===== config.mk =====
export PLATFORM = sky130hd
export DESIGN_NAME = riscv_wb_bus_arbiter
export DESIGN_NICKNAME = d
export VERILOG_FILES = /design/src/rtl/riscv_wb_bus_arbiter.sv
export SDC_FILE = /design/constraint.sdc
export NUM_CORES = 1
export LEC_CHECK = 0
export CAP_MARGIN = 20
export CORE_AREA = 5 5 131 133
export CTS_CLUSTER_SIZE = 16
export DETAILED_ROUTE_END_ITERATION = 12
export DIE_AREA = 0 0 136 138
export SETUP_SLACK_MARGIN = 0.15
export SLEW_MARGIN = 20
export SYNTH_ARGS = -nofsm -noshare
export SYNTH_HDL_FRONTEND = slang
export SYNTH_SLANG_ARGS = --single-unit

===== constraint.sdc =====
create_clock -name HCLK -period 2.1 [get_ports HCLK]
set_clock_uncertainty 0.05 [all_clocks]
set_input_delay 0.42 -clock HCLK [delete_from_list [all_inputs] [get_ports HCLK]]
set_output_delay 0.42 -clock HCLK [all_outputs]
set_load 0.02 [all_outputs]

===== src/rtl/riscv_wb_bus_arbiter.sv =====
// riscv_wb_bus_arbiter
//   Two-master Wishbone arbiter. Merges the instruction-fetch master (wb_ins_*)
//   and the data master (wb_dat_*) onto one shared master port (wb_*).
//   Round-robin between contending masters. The grant is locked for the whole
//   cyc period, so bursts are never split. A watchdog ends stalled transfers
//   with an error.
//
// Ports
//   HCLK, HRESETn          clock (rising edge), synchronous active-low reset
//   wb_ins_*_i / wb_ins_*_o instruction master request / response
//   wb_dat_*_i / wb_dat_*_o data master request / response
//   wb_*_o                 shared bus request (mux of the granted master)
//   wb_dat_i, wb_ack_i,
//   wb_err_i, wb_rty_i     shared bus response
//   timeout_o              one-cycle pulse when the watchdog fires
module riscv_wb_bus_arbiter #(
    parameter int XLEN    = 32,
    parameter int PLEN    = 32,
    parameter int TIMEOUT = 255
) (
    input  logic            HCLK,
    input  logic            HRESETn,

    input  logic [PLEN-1:0] wb_ins_adr_i,
    input  logic [XLEN-1:0] wb_ins_dat_i,
    input  logic [3:0]      wb_ins_sel_i,
    input  logic            wb_ins_we_i,
    input  logic            wb_ins_cyc_i,
    input  logic            wb_ins_stb_i,
    input  logic [2:0]      wb_ins_cti_i,
    input  logic [1:0]      wb_ins_bte_i,
    output logic [XLEN-1:0] wb_ins_dat_o,
    output logic            wb_ins_ack_o,
    output logic            wb_ins_err_o,
    output logic [2:0]      wb_ins_rty_o,

    input  logic [PLEN-1:0] wb_dat_adr_i,
    input  logic [XLEN-1:0] wb_dat_dat_i,
    input  logic [3:0]      wb_dat_sel_i,
    input  logic            wb_dat_we_i,
    input  logic            wb_dat_cyc_i,
    input  logic            wb_dat_stb_i,
    input  logic [2:0]      wb_dat_cti_i,
    input  logic [1:0]      wb_dat_bte_i,
    output logic [XLEN-1:0] wb_dat_dat_o,
    output logic            wb_dat_ack_o,
    output logic            wb_dat_err_o,
    output logic [2:0]      wb_dat_rty_o,

    output logic [PLEN-1:0] wb_adr_o,
    output logic [XLEN-1:0] wb_dat_o,
    output logic [3:0]      wb_sel_o,
    output logic            wb_we_o,
    output logic            wb_cyc_o,
    output logic            wb_stb_o,
    output logic [2:0]      wb_cti_o,
    output logic [1:0]      wb_bte_o,
    input  logic [XLEN-1:0] wb_dat_i,
    input  logic            wb_ack_i,
    input  logic            wb_err_i,
    input  logic [2:0]      wb_rty_i,

    output logic            timeout_o
);

    typedef enum logic [1:0] {IDLE, GNT_INS, GNT_DAT} state_t;
    typedef enum logic       {LAST_INS, LAST_DAT}      last_t;

    // Counter must still be one bit wide when the watchdog is disabled.
    localparam int CW = (TIMEOUT > 0) ? $clog2(TIMEOUT + 1) : 1;
    localparam logic [CW-1:0] CNT_LAST = (TIMEOUT > 0) ? CW'(TIMEOUT - 1) : '0;

    state_t          state_q, state_d;
    last_t           last_q, last_d;
    logic [CW-1:0]   cnt_q, cnt_d;

    logic [PLEN-1:0] req_adr;
    logic [XLEN-1:0] req_dat;
    logic [3:0]      req_sel;
    logic            req_we, req_cyc, req_stb;
    logic [2:0]      req_cti;
    logic [1:0]      req_bte;
    logic            resp_any, stall, wd_fire;

    function automatic state_t arbitrate(input logic ins, input logic dat, input last_t last);
        if (ins && dat) return (last == LAST_DAT) ? GNT_INS : GNT_DAT;
        else if (ins)   return GNT_INS;
        else if (dat)   return GNT_DAT;
        else            return IDLE;
    endfunction

    // The owner keeps the grant for as long as its cyc is high (burst lock).
    always_comb begin
        state_d = state_q;
        case (state_q)
            IDLE:    state_d = arbitrate(wb_ins_cyc_i, wb_dat_cyc_i, last_q);
            GNT_INS: if (!wb_ins_cyc_i) state_d = arbitrate(wb_ins_cyc_i, wb_dat_cyc_i, last_q);
            GNT_DAT: if (!wb_dat_cyc_i) state_d = arbitrate(wb_ins_cyc_i, wb_dat_cyc_i, last_q);
            default: state_d = IDLE;
        endcase
    end

    always_comb begin
        last_d = last_q;
        if (state_d != state_q) begin
            if (state_d == GNT_INS)      last_d = LAST_INS;
            else if (state_d == GNT_DAT) last_d = LAST_DAT;
        end
    end

    always_comb begin
        req_adr = '0;
        req_dat = '0;
        req_sel = '0;
        req_we  = 1'b0;
        req_cyc = 1'b0;
        req_stb = 1'b0;
        req_cti = '0;
        req_bte = '0;
        case (state_q)
            GNT_INS: begin
                req_adr = wb_ins_adr_i;
                req_dat = wb_ins_dat_i;
                req_sel = wb_ins_sel_i;
                req_we  = wb_ins_we_i;
                req_cyc = wb_ins_cyc_i;
                req_stb = wb_ins_stb_i;
                req_cti = wb_ins_cti_i;
                req_bte = wb_ins_bte_i;
            end
            GNT_DAT: begin
                req_adr = wb_dat_adr_i;
                req_dat = wb_dat_dat_i;
                req_sel = wb_dat_sel_i;
                req_we  = wb_dat_we_i;
                req_cyc = wb_dat_cyc_i;
                req_stb = wb_dat_stb_i;
                req_cti = wb_dat_cti_i;
                req_bte = wb_dat_bte_i;
            end
            default: ;
        endcase
    end

    assign resp_any = wb_ack_i | wb_err_i | (|wb_rty_i);
    assign stall    = req_cyc & req_stb & ~resp_any;
    // Fires on the TIMEOUT-th stalled cycle; a same-cycle response clears
    // stall, so a slave ack always wins over the watchdog.
    assign wd_fire  = (TIMEOUT > 0) && stall && (cnt_q == CNT_LAST);

    always_comb begin
        cnt_d = cnt_q;
        if (state_q == IDLE || state_d != state_q || resp_any || wd_fire)
            cnt_d = '0;
        else if (stall && TIMEOUT > 0)
            cnt_d = cnt_q + CW'(1);
    end

    assign wb_adr_o = req_adr;
    assign wb_dat_o = req_dat;
    assign wb_sel_o = req_sel;
    assign wb_we_o  = req_we;
    assign wb_cyc_o = req_cyc & ~wd_fire;
    assign wb_stb_o = req_stb & ~wd_fire;
    assign wb_cti_o = req_cti;
    assign wb_bte_o = req_bte;

    assign wb_ins_dat_o = wb_dat_i;
    assign wb_dat_dat_o = wb_dat_i;
    assign wb_ins_ack_o = (state_q == GNT_INS) & wb_ack_i;
    assign wb_dat_ack_o = (state_q == GNT_DAT) & wb_ack_i;
    assign wb_ins_err_o = (state_q == GNT_INS) & (wb_err_i | wd_fire);
    assign wb_dat_err_o = (state_q == GNT_DAT) & (wb_err_i | wd_fire);
    assign wb_ins_rty_o = (state_q == GNT_INS) ? wb_rty_i : '0;
    assign wb_dat_rty_o = (state_q == GNT_DAT) ? wb_rty_i : '0;
    assign timeout_o    = wd_fire;

    always_ff @(posedge HCLK) begin
        if (!HRESETn) begin
            state_q <= IDLE;
            last_q  <= LAST_DAT;
            cnt_q   <= '0;
        end else begin
            state_q <= state_d;
            last_q  <= last_d;
            cnt_q   <= cnt_d;
        end
    end

endmodule


==> flow_summary.yaml <==
placement:
  numPortBuffers: 245
  place_inst: 748
  gp_congestion: 0.774
  hpwl_mm: 10.4
  post_dp_cell_area_sq_um: 5070
  place_ws_ns: -0.946
clock_network:
  clock_path_buffers: 2
  cts_buffers: 3
  cts_max_level: 1
  path_clk_slew_ns: 0.04
  cts.sinks: 11
  cts_root_buf: "clkbuf_16"
  cts_tree: "done"
  ctsHoldBuffers: 0
  clock_latency_ns: 0.24
detailed_routing:
  viasPerCell: 4.37
  drt_wl_total_mm: 15.5
  routedWlPerCell_um: 19.2
  ant_nets: 0
  drc_errors: 0
  vias: 3512
  drt_pre_antenna_iters: 4
  drtIter0Drc: 128
setup_path:
  crit_required_ns: 1.63
  worstPathMaxFanout: 4
  arrival_ns: 1.87
  critPathLaunchType: "flip-flop"
  crit_type: "reg2out"
  endpoint_kind: "primary output"
sta:
  finalHoldViolations: 0
  slew_violations: 0
  max_freq_mhz: 428
  fin_crit_ns: 2.34
  timing.final.crit_share: 1.11
  tns_ns: -2.93
  setup_viol: 52
  rsz0062_at_grt: "true"
  worst_pin_slew_ns: 0.329
  fin_ws_ns: -0.235
  maxSlewHeadroom: 0.778
cells_and_area:
  layoutNonFillerInstCount: 804
  final_cell_area_sq_um: 6240
  diodes: 0
  nFillCells: 1562
  area_growth_syn_to_layout_pct: 150
  nets: 787
  final_layout_size_suffix_gt1_frac: 0.503
run:
  max_cap_viol_count: 0
floorplan:
  die_width_um: 136
  dieArea_sq_um: 18800
  initial_core_util: 0.159
  fp-row-count: 46
  die_height_um: 138
  core_area_sq_um: 15700
  io_pins: 342
global_routing:
  grt_pass1_vias: 3395
  grtUsageTotal: 0.123
  grt-ovfl-total: 0
  antenna_found_initial: 0
  grt_pass1_wl_mm: 18.9
  grt_start_max_net_pins: 40
synth:
  synth_area_sq_um: 2490
  synthCells: 345
  synth-main-ff-cell: "dfxtp_1"
  synth_nets: 543
  synth.yosys.seq_area_share: 0.0883
  syn_area_per_cell_sq_um: 7.23
  synth_async_sr_flop_share: 0
  ys_ff_latch: 11
  synth-edff-count: 0
  synth_warnings: 0
  synth_cell_types: 39
power:
  power.total_w: 0.00214
  p_leak_nw: 2.34
  powerDensity_nw_per_um2: 342
  ir_worst_vdd_mv: 0.213
min_path:
  hold_path.class: "reg2reg"
status:
  outcome: "complete, but fails checks"
  violations: "setup timing"
==> logic make-up after synthesis <==
| family | after synthesis | share of synthesized area |
|---|---|---|
| AO/OA/AOI/OAI | 90 | 0.272 |
| XOR/XNOR | 7 | 0.0246 |
| adder cells (fa/ha/maj) | 7 | 0.0351 |
| buffers and inverters | 96 | 0.247 |
| flip-flops | 11 | 0.0883 |
| multiplexers | 1 | 0.00602 |
| AND/OR/NAND/NOR | 133 | 0.327 |
==> worst max-delay path, cell delays in order (launching register included) <==
cell and delay (ns):
dfxtp_4 0.37, inv_4 0.05, ha_4 0.31, nand4_4 0.13, nor4_4 0.29, buf_4 0.17
buf_6 0.08, o21a_4 0.11, buf_6 0.10
==> per-layer routing <==
layer  global-route usage  up-vias  routed length (um)  share of wire
met5                    0        -                   0              0
met4               0.0228        0                 206          0.013
met3               0.0432       26                1440          0.093
met2                0.225      198                7870           0.51
met1                0.136     1644                5950           0.38
li1                     -     1644                   -              -
==> state kept, by name (all words and copies together) (netlist names) <==
name and flops:
cnt_q 8, state_q 2, last_q 1
==> synth_stat cells, types with 4 or more instances <==
library cell   n  area, sq um
dfxtp_1       11          220
a22oi_1       74          556
nor2_1        14         52.6
clkbuf_1      24         90.1
nor3_1         4         20.0
nand3_1        4         20.0
nand2_1       10         37.5
inv_1          5         18.8
ha_1           7         87.6
buf_4         66          495
nor2b_1       75          469
xnor2_1        7         61.3
and2_1        10         62.6
==> power breakdown <==
part	total [W]	leakage, nW	switching (W)	internal, W
logic	0.00157	2.21	0.000636	0.000929
clock network	0.000346	0.0382	0.0000917	0.000255
registers	0.000224	0.0904	0.00000886	0.000215
total	0.00214	2.34	0.000737	0.00140
==> repair_timing <==
action | 4_1_cts | 5_1_grt
endpoints found under the hold margin | 0 | 0
gates resized for setup | 385 | 151
setup endpoints to repair | 96 | 96
setup buffers | 10 | 26
pin swaps | 19 | 36
cloned | 0 | 16
==> cell type report <==
cell class | count | area (sq um) | area share
Timing Repair Buffer | 330 | 3490 | 0.558
Multi-Input combinational cell | 238 | 2160 | 0.345
Tap cell | 216 | 270 | 0.0433
Sequential cell | 11 | 228 | 0.0365
Clock buffer | 4 | 78.8 | 0.0126
Inverter | 5 | 23.8 | 0.00381
==> worst paths after layout <==
path	from	to	slack (ns)	depth (start not counted)
max	state_q[1]	wb_ins_err_o	-0.24	8
min	cnt_q[7]	cnt_q[7]	0.49	2
min reg2reg	cnt_q[7]	cnt_q[7]	0.49	2
max reg2reg	state_q[0]	last_q	-0.15	10
==> through the flow <==
stage                     hold WS (ns)  utilization
after floorplan                  0.428            -
after global placement           0.453        0.323
after detailed placement         0.480        0.323
after CTS                        0.492        0.341
after global routing             0.548        0.397
final                            0.488        0.397
==> layout by cell type, fill, tap and decap left out, types with 11 or more instances in the layout <==
cell type	synthesis	layout
a22oi_2	0	43
buf_8	0	11
buf_6	1	59
nor2b_1	75	18
dlygate4sd2_1	0	14
buf_4	66	58
clkbuf_16	0	13
nor2b_2	0	54
clkdlybuf4s50_1	0	150
a22oi_1	74	31
nor2_1	14	11
(Power assumes the default switching activity.)
